### src/rtl/regfile_dump_engine.sv
// Sequencer that walks the register file through a spare read port and streams
// index-tagged words out on a valid/ready interface, in address order.
module regfile_dump_engine #(
    parameter int DATA_W   = 32,
    parameter int ADDR_W   = 5,
    parameter int NUM_REGS = 32
) (
    input  logic              clk,
    input  logic              reset,
    input  logic              start,
    input  logic              abort,
    output logic [ADDR_W-1:0] rf_raddr,
    input  logic [DATA_W-1:0] rf_rdata,
    output logic              dout_valid,
    input  logic              dout_ready,
    output logic [DATA_W-1:0] dout_data,
    output logic [ADDR_W-1:0] dout_idx,
    output logic              busy,
    output logic              done
);

    typedef enum logic [1:0] {
        IDLE = 2'd0,
        READ = 2'd1,
        HOLD = 2'd2,
        DONE = 2'd3
    } stateType;

    localparam logic [ADDR_W-1:0] LAST_IDX = ADDR_W'(NUM_REGS - 1);

    stateType          stateReg,     stateNext;
    logic [ADDR_W-1:0] idxReg,       idxNext;
    logic              validReg,     validNext;
    logic [DATA_W-1:0] dataReg,      dataNext;
    logic [ADDR_W-1:0] doutIdxReg,   doutIdxNext;

    logic handshake;
    logic lastWord;

    assign handshake = validReg && dout_ready;
    assign lastWord  = (idxReg == LAST_IDX);

    // State register: every piece of block state lives here.
    always_ff @(posedge clk or posedge reset) begin
        if (reset) begin
            stateReg   <= IDLE;
            idxReg     <= '0;
            validReg   <= 1'b0;
            dataReg    <= '0;
            doutIdxReg <= '0;
        end else begin
            stateReg   <= stateNext;
            idxReg     <= idxNext;
            validReg   <= validNext;
            dataReg    <= dataNext;
            doutIdxReg <= doutIdxNext;
        end
    end

    // Next-state logic.
    always_comb begin
        stateNext = stateReg;
        unique case (stateReg)
            IDLE: begin
                if (start) begin
                    stateNext = READ;
                end
            end
            READ: begin
                stateNext = abort ? IDLE : HOLD;
            end
            HOLD: begin
                if (abort) begin
                    stateNext = IDLE;
                end else if (handshake) begin
                    stateNext = lastWord ? DONE : READ;
                end
            end
            DONE: begin
                stateNext = IDLE;
            end
            default: begin
                stateNext = IDLE;
            end
        endcase
    end

    // Output and datapath logic. The counter stops at LAST_IDX, so it never wraps
    // even when NUM_REGS fills the whole address space.
    always_comb begin
        idxNext     = idxReg;
        validNext   = validReg;
        dataNext    = dataReg;
        doutIdxNext = doutIdxReg;
        busy        = (stateReg != IDLE);
        done        = (stateReg == DONE);
        unique case (stateReg)
            IDLE: begin
                idxNext   = '0;
                validNext = 1'b0;
            end
            READ: begin
                if (abort) begin
                    idxNext   = '0;
                    validNext = 1'b0;
                end else begin
                    dataNext    = rf_rdata;
                    doutIdxNext = idxReg;
                    validNext   = 1'b1;
                end
            end
            HOLD: begin
                if (abort) begin
                    idxNext   = '0;
                    validNext = 1'b0;
                end else if (handshake) begin
                    validNext = 1'b0;
                    if (!lastWord) begin
                        idxNext = idxReg + ADDR_W'(1);
                    end
                end
            end
            DONE: begin
                idxNext   = '0;
                validNext = 1'b0;
            end
            default: begin
                idxNext   = '0;
                validNext = 1'b0;
            end
        endcase
    end

    assign rf_raddr   = idxReg;
    assign dout_valid = validReg;
    assign dout_data  = dataReg;
    assign dout_idx   = doutIdxReg;

endmodule

### config.mk
export PLATFORM = sky130hd
export DESIGN_NAME = regfile_dump_engine
export DESIGN_NICKNAME = d
export VERILOG_FILES = /design/src/rtl/regfile_dump_engine.sv
export SDC_FILE = /design/constraint.sdc
export NUM_CORES = 1
export LEC_CHECK = 0
export BUFFER_PORTS_ARGS = -buffer_cell sky130_fd_sc_hd__clkbuf_2
export CAP_MARGIN = 15
export CORE_MARGIN = 3
export CORE_UTILIZATION = 45
export DETAILED_ROUTE_END_ITERATION = 8
export PLACE_DENSITY = 0.8
export SLEW_MARGIN = 20
export SYNTH_ARGS = -nofsm -noshare
export SYNTH_HDL_FRONTEND = slang
export SYNTH_SLANG_ARGS = --single-unit
### constraint.sdc
create_clock -name clk -period 2.4 [get_ports clk]
set_input_delay 0.12 -clock clk [delete_from_list [all_inputs] [get_ports clk]]
set_output_delay 0.12 -clock clk [all_outputs]
set_load 0.01 [all_outputs]
==> run_results.csv, run 1 <==
group,metric,value,unit
setup_path,arrival,2.11,ns
logic_synthesis,netlist.area_leader.share,59.8,%
routing,wl_met1,1580,um
floorplanning,rows,22,
setup_path,cpMaxStageDelayCell,"or4b_1",
routing,dr.pass1.iters,3,
clock_tree,clock-root-buffer,"clkbuf_8",
logic_synthesis,ys_warn_count,0,
setup_path,crit_buf_inv,0,
setup_path,r2r_cells,6,
power_and_ir_drop,p_int,1.47,mW
routing,route.met2.wl,1530,um
timing,tightest_slew,0.884,ns
routing,wl,3520,um
layout,fin_util,61.7,%
clock_tree,clk_path_buf_depth,2,
setup_path,r2r-start,"rf_raddr[0]",
min_path,holdCritPathClass,"in2async",
setup_path,rrSetupSlack,0.51,ns
place,gp_congestion,0.819,
routing,dr_wl_met3,353,um
power_and_ir_drop,power.density,870,nW/um^2
power_and_ir_drop,p_leak,1.20,nW
setup_path,critPathLaunchType,"flop",
routing,vias,1321,
timing,hold_viol,0,
clock_tree,ctsResizeCount,0,
timing,timing.hold.ws,0.00964,ns
layout,antenna_cells,0,
setup_path,rr_endpoint,"rf_raddr[2]",
setup_path,cp_max_fo,5,
timing,skew,0.00487,ns
global_routing,overflow,0,
routing,ant_nets,0,
global_routing,grt_pass1_vias,1336,
routing,drtIter0Drc,45,
timing,timing.slew.headroom,41.0,%
routing,highest_layer,"met4",
layout,stdcell_area,2380,um^2
floorplanning,die_area,4990,um^2
clock_tree,htreeDepth,2,
setup_path,cp_cell_sequence,"ha_1 -> and3_1 -> ha_1 -> nand4b_1 -> or4b_1 -> nand3_1",
routing,avgViaCountPerCell,4.95,
clock_tree,cts_tree,"yes",
timing,fin_crit_sh,78.7,%
logic_synthesis,ys_async_sr_fraction,100,%
place,place_area,2300,um^2
logic_synthesis,synth.largest_area_cell,"dfrtp_1",
clock_tree,cts_buffers,5,
job,drv_cap,0,
global_routing,grt_pass1_wl,5980,um
logic_synthesis,synth.distinct_cells,30,
logic_synthesis,ys_top_cells_by_count,"45 x dfrtp_1, 29 x mux2_2, 8 x inv_1",
floorplanning,die_y,70.7,um
logic_synthesis,syn_area,1880,um^2
layout,drive_above_1_share,54.8,%
global_routing,grt_usage,14.8,%
logic_synthesis,synthFlopType,"dfrtp_1",
clock_tree,postCtsHoldBufs,0,
power_and_ir_drop,combPwrFrac,28.3,%
logic_synthesis,synth_area_leaders,"dfrtp_1 60%, mux2_2 17%, buf_6 3.0%, mux2_1 2.4%, o21ai_0 1.6%",
clock_tree,postCtsSetupBuffers,0,
run_status,status,"finished, final reports clean",
floorplanning,die_x,70.7,um
logic_synthesis,syn_avg_cell_area,13.9,um^2
clock_tree,clkSlewWorstSetupHoldPaths,0.08,ns
place,place.port_buffers,81,
timing,period_minus_slack,1.89,ns
setup_path,crit_family,"simple AND/OR/NAND/NOR gates",
timing,tns,0,ns
logic_synthesis,postSynthCellCount,135,
routing,drc_errors,0,
global_routing,grt_max_degree,46,
layout,area_delta_synth_final,26.4,%
logic_synthesis,ys_seq_area_share,59.8,%
setup_path,endpoint,"rf_raddr[2]",
power_and_ir_drop,ir_drop,0.345,mV
floorplanning,coreArea,3850,um^2
clock_tree,clock-sinks,45,
logic_synthesis,ys_ff_latch,45,
logic_synthesis,syn-num-nets,174,
power_and_ir_drop,p_sw_share,28.8,%
routing,wire_per_inst,13.2,um
power_and_ir_drop,p_sw,0.597,mW
power_and_ir_drop,seqPwrFrac,51.0,%
floorplanning,pin_count,82,
setup_path,max_stage_delay,0.52,ns
place,place_hpwl,2660,um
floorplanning,initial_core_util,48.8,%
timing,setup_violations,0,
setup_path,path_depth,6,
timing,fmax,0.530,GHz
setup_path,crit_required,2.63,ns
setup_path,crit_top_cell,"ha_1",
setup_path,endpoint_kind,"flop",
layout,nets,257,
setup_path,cp-startpoint,"rf_raddr[0]",
global_routing,antenna_found_initial,0,
power_and_ir_drop,clkPwrFrac,20.7,%
timing,rsz0062_at_grt,"no",
power_and_ir_drop,p_total,2.07,mW
logic_synthesis,synth-edff-count,0,
clock_tree,clock_latency,0.28,ns
setup_path,crit_type,"reg2reg",
logic_synthesis,yosysMostFrequentCell,"dfrtp_1",
timing,finalMaxSlewViolations,0,
[power by group through the flow]
stage	sequential [mW]	clock, mW	combinational, mW
after floorplan	1.16	0	0.246
final	1.06	0.428	0.586
after global placement	1.07	0	0.584
after CTS	1.06	0.447	0.600
after detailed placement	1.07	0	0.600
after global routing	1.09	0.478	0.636
[metrics by stage]
step	std cells	setup WS [ns]
after detailed placement	259	0.536
final	267	0.511
after global routing	267	0.417
after floorplan	135	0.572
after CTS	267	0.504
after global placement	259	0.584
[per-layer routing]
metal	GRT usage, %	up-vias
li1	-	635
met1	19.7	614
met2	22.5	66
met3	4.83	6
met4	6.26	0
met5	0	-
[cell families after synthesis]
group	count (synthesis)	synth area share [%]
DFF	45	59.8
muxes	34	20.3
and+or+nand+nor	27	9.71
buffers and inverters	15	4.99
AOI/OAI and AO/OA	11	3.39
adders and majority gates	2	1.33
xor gates and xnor gates	1	0.466
[sequential cells by signal, indices dropped and copies added, names as in the netlist]
| signal | flops |
|---|---|
| dout_data | 32 |
| dout_valid | 1 |
| stateReg | 2 |
| dout_idx | 5 |
| rf_raddr | 5 |
[cell type report]
| class | count | area, um^2 |
|---|---|---|
| clock buffer | 8 | 80.1 |
| fill | 310 | 1480 |
| inverter | 8 | 30.0 |
| multi-input combinational | 75 | 662 |
| sequential | 45 | 1130 |
| tap | 48 | 60.1 |
| timing repair buffer | 83 | 420 |
[cell usage in the layout (no fill, tap or decap), types with 2 or more instances in the layout]
cell type and n:
and2b_1 2, o21ai_0 6, and3_1 2, a21oi_1 2
clkbuf_8 5, ha_1 2, mux2_2 29, mux2_1 4
clkbuf_2 81, nor2_1 4, nand4b_1 2, nand3b_1 3
dfrtp_1 45, nand2_1 4, buf_4 2, clkbuf_1 3
inv_1 7
[worst min path at each step]
stage | start | cells after the start | end | slack (ns)
after floorplan | rf_rdata[19] | 1 | dout_data[19] | 0.25
after global placement | rf_rdata[27] | 2 | dout_data[27] | 0.34
after detailed placement | rf_rdata[20] | 2 | dout_data[20] | 0.35
after CTS | reset | 2 | dout_data[22] | 0.04
after global routing | rf_rdata[31] | 2 | dout_data[31] | 0.05
final | reset | 2 | dout_data[22] | 0.01
Power figures use the tool's default switching activity.
==> run 2: changes to the inputs <==
ABC_AREA = 1   (was not set)
CORE_UTILIZATION = 42   (was 45)
PLACE_DENSITY = 0.79   (was 0.8)
clock period = 1.7 ns   (was 2.4 ns; I/O delays follow)
==> run 2 against run 1 <==
Compared with the run above: non-clock buffer count rose by 22; via count rose by 25%; die area rose by 7.4%; combinational power rose by 140%; first-iteration DRC count fell by 8.9%; sequential share of layout area fell by 4.3 points; synthesized cell count rose by 56%; sequential power rose by 59%; register-to-register slack got worse by 0.35 ns; total power rose by 80%; maximum frequency rose by 23%.
==> run_results.csv, run 2 <==
group,metric,value,unit
job,drv_cap,0,
layout,final_cell_mix,"118 x nand2_1, 81 x clkbuf_2, 45 x dfrtp_1",
layout,regArea,1130,um^2
place,place_area,2320,um^2
routing,ant_nets,0,
clock_tree,clkSlewWorstSetupHoldPaths,0.08,ns
routing,drtIter0Drc,41,
setup_path,max_stage_delay,0.42,ns
setup_path,cp_cell_sequence,"ha_1 -> nand2_1 -> nor2_1 -> ha_1 -> nor2_4 -> o21ai_2 -> nand2_1 -> nand2_1",
logic_synthesis,ys_warn_count,0,
power_and_ir_drop,power.density,1420,nW/um^2
layout,fin_cells,367,
routing,drc_errors,0,
logic_synthesis,postSynthCellCount,211,
setup_path,arrival,1.76,ns
place,place_inst,338,
floorplanning,coreArea,4170,um^2
logic_synthesis,syn_area,1900,um^2
power_and_ir_drop,ir_drop,0.808,mV
routing,vias,1654,
layout,area_delta_synth_final,37.6,%
floorplanning,die_x,73.2,um
setup_path,crit_family,"flip-flops",
clock_tree,cts_tree,"yes",
timing,finalMaxSlewViolations,0,
logic_synthesis,ys_seq_area_share,59.3,%
setup_path,endpoint_kind,"flop",
layout,largest_register_ff_count,32,
run_status,status,"finished, final reports clean",
layout,nets,355,
layout,multi_input_area,668,um^2
global_routing,grt_pass1_vias,1646,
logic_synthesis,syn-num-nets,250,
timing,period_minus_slack,1.54,ns
floorplanning,pin_count,82,
routing,avgViaCountPerCell,4.51,
layout,drive_above_1_share,34.1,%
setup_path,rrSetupSlack,0.16,ns
global_routing,grt_pass1_wl,7070,um
logic_synthesis,synthFlopType,"dfrtp_1",
global_routing,grt_max_degree,46,
logic_synthesis,yosysMostFrequentCell,"nand2_1",
place,place.port_buffers,81,
place,gp_congestion,0.809,
clock_tree,clock-sinks,45,
logic_synthesis,synth.largest_area_cell,"dfrtp_1",
timing,fmax,0.651,GHz
clock_tree,htreeDepth,2,
timing,tightest_slew,0.541,ns
timing,timing.slew.headroom,64.0,%
global_routing,overflow,0,
place,pre_cts_ws,0.116,ns
clock_tree,clock-root-buffer,"clkbuf_8",
routing,dr.pass1.iters,4,
logic_synthesis,syn_avg_cell_area,9.00,um^2
setup_path,crit_type,"reg2reg",
routing,wire_per_inst,11.5,um
timing,rsz0062_at_grt,"no",
setup_path,cpMaxStageDelayCell,"dfrtp_1",
timing,setup_violations,0,
floorplanning,initial_core_util,45.5,%
logic_synthesis,ys_top_cells_by_count,"118 x nand2_1, 45 x dfrtp_1, 10 x nand2_2",
routing,wl,4240,um
layout,antenna_cells,0,
global_routing,grt_usage,16.9,%
clock_tree,clk_path_buf_depth,2,
setup_path,crit_required,1.92,ns
timing,skew,0.00596,ns
layout,fin_util,62.6,%
floorplanning,die_y,73.2,um
min_path,holdCritPathClass,"in2reg",
clock_tree,clock_latency,0.28,ns
floorplanning,rows,23,
timing,hold_viol,0,
layout,num-fill-cells,356,
place,place_hpwl,2840,um
setup_path,cp_max_fo,6,
logic_synthesis,synth.distinct_cells,21,
layout,stdcell_area,2610,um^2
setup_path,crit_top_cell,"nand2_1",
global_routing,antenna_found_initial,0,
layout,final_common_cell,"nand2_1",
timing,worst_slack,0.163,ns
setup_path,critPathLaunchType,"flop",
logic_synthesis,netlist.area_leader.share,59.3,%
setup_path,crit_buf_inv,0,
floorplanning,die_area,5360,um^2
logic_synthesis,synth_area_leaders,"dfrtp_1 59%, nand2_1 23%, nand2_2 3.3%, buf_6 1.8%, ha_1 1.3%",
timing,tns,0,ns
logic_synthesis,ys_async_sr_fraction,100,%
logic_synthesis,ys_ff_latch,45,
timing,fin_crit_sh,90.4,%
power_and_ir_drop,p_leak,1.53,nW
logic_synthesis,synth-edff-count,0,
clock_tree,cts_buffers,5,
==> run 2: cells by family after synthesis <==
group                      after synthesis  synth area share [%]
and+or+nand+nor                        143                  31.8
DFF                                     45                  59.3
buffers and inverters                   16                  5.80
AOI/OAI and AO/OA                        4                  1.38
adders and majority gates                2                  1.32
xor gates and xnor gates                 1                 0.461
==> run 2: path summary, 6_finish.rpt <==
| check | to | start | depth (start not counted) |
|---|---|---|---|
| worst min register to register | dout_data[27] | dout_data[27] | 2 |
| max in group asynchronous | dout_data[9] | reset | 4 |
| worst min-delay path | dout_data[4] | rf_rdata[4] | 3 |
| min in group asynchronous | dout_data[0] | reset | 4 |
| worst max register to register | rf_raddr[3] | rf_raddr[1] | 8 |
| worst max-delay path | rf_raddr[3] | rf_raddr[1] | 8 |
==> run 2: timing repair <==
item | in CTS | in global routing
endpoints found under the hold margin | 65 | 0
hold buffers | 21 | 0
endpoints found under the setup margin | 0 | 5
buffers inserted | 0 | 0
resized for setup | 0 | 1
==> run 2: through the flow <==
step	hold slack, ns	power (mW)
floorplan	0.189	2.58
global placement	0.235	3.06
detailed placement	0.246	3.11
CTS	0.000811	3.77
global route	0.00500	4.03
finish	0.00630	3.72
==> run 2: layout make-up <==
type / instances / area share [%]
Inverter: 9 / 1.48
Clock buffer: 8 / 3.06
Tap cell: 50 / 2.39
Sequential cell: 45 / 43.1
Timing Repair Buffer: 105 / 24.4
Multi-Input combinational cell: 150 / 25.6
==> run 2: power by group <==
| group | internal (mW) | total (mW) | switching (mW) | leakage [nW] |
|---|---|---|---|---|
| Sequential | 1.46 | 1.69 | 0.232 | 0.578 |
| Combinational | 0.570 | 1.43 | 0.858 | 0.916 |
| Clock | 0.292 | 0.605 | 0.313 | 0.0395 |
| Total | 2.32 | 3.72 | 1.40 | 1.53 |
==> run 2: worst reg2reg max path, cell delays in order (launching register included) <==
cell and delay (ns):
dfrtp_1 0.42, ha_1 0.21, nand2_1 0.06, nor2_1 0.11
ha_1 0.20, nor2_4 0.07, o21ai_2 0.26, nand2_1 0.08
nand2_1 0.07
==> run 2: per-layer routing <==
metal  track usage (%)  routed length [um]
met3              3.99                 308
met2              29.5                2040
met5                 0                   0
met1              20.2                1840
met4              6.15                  40
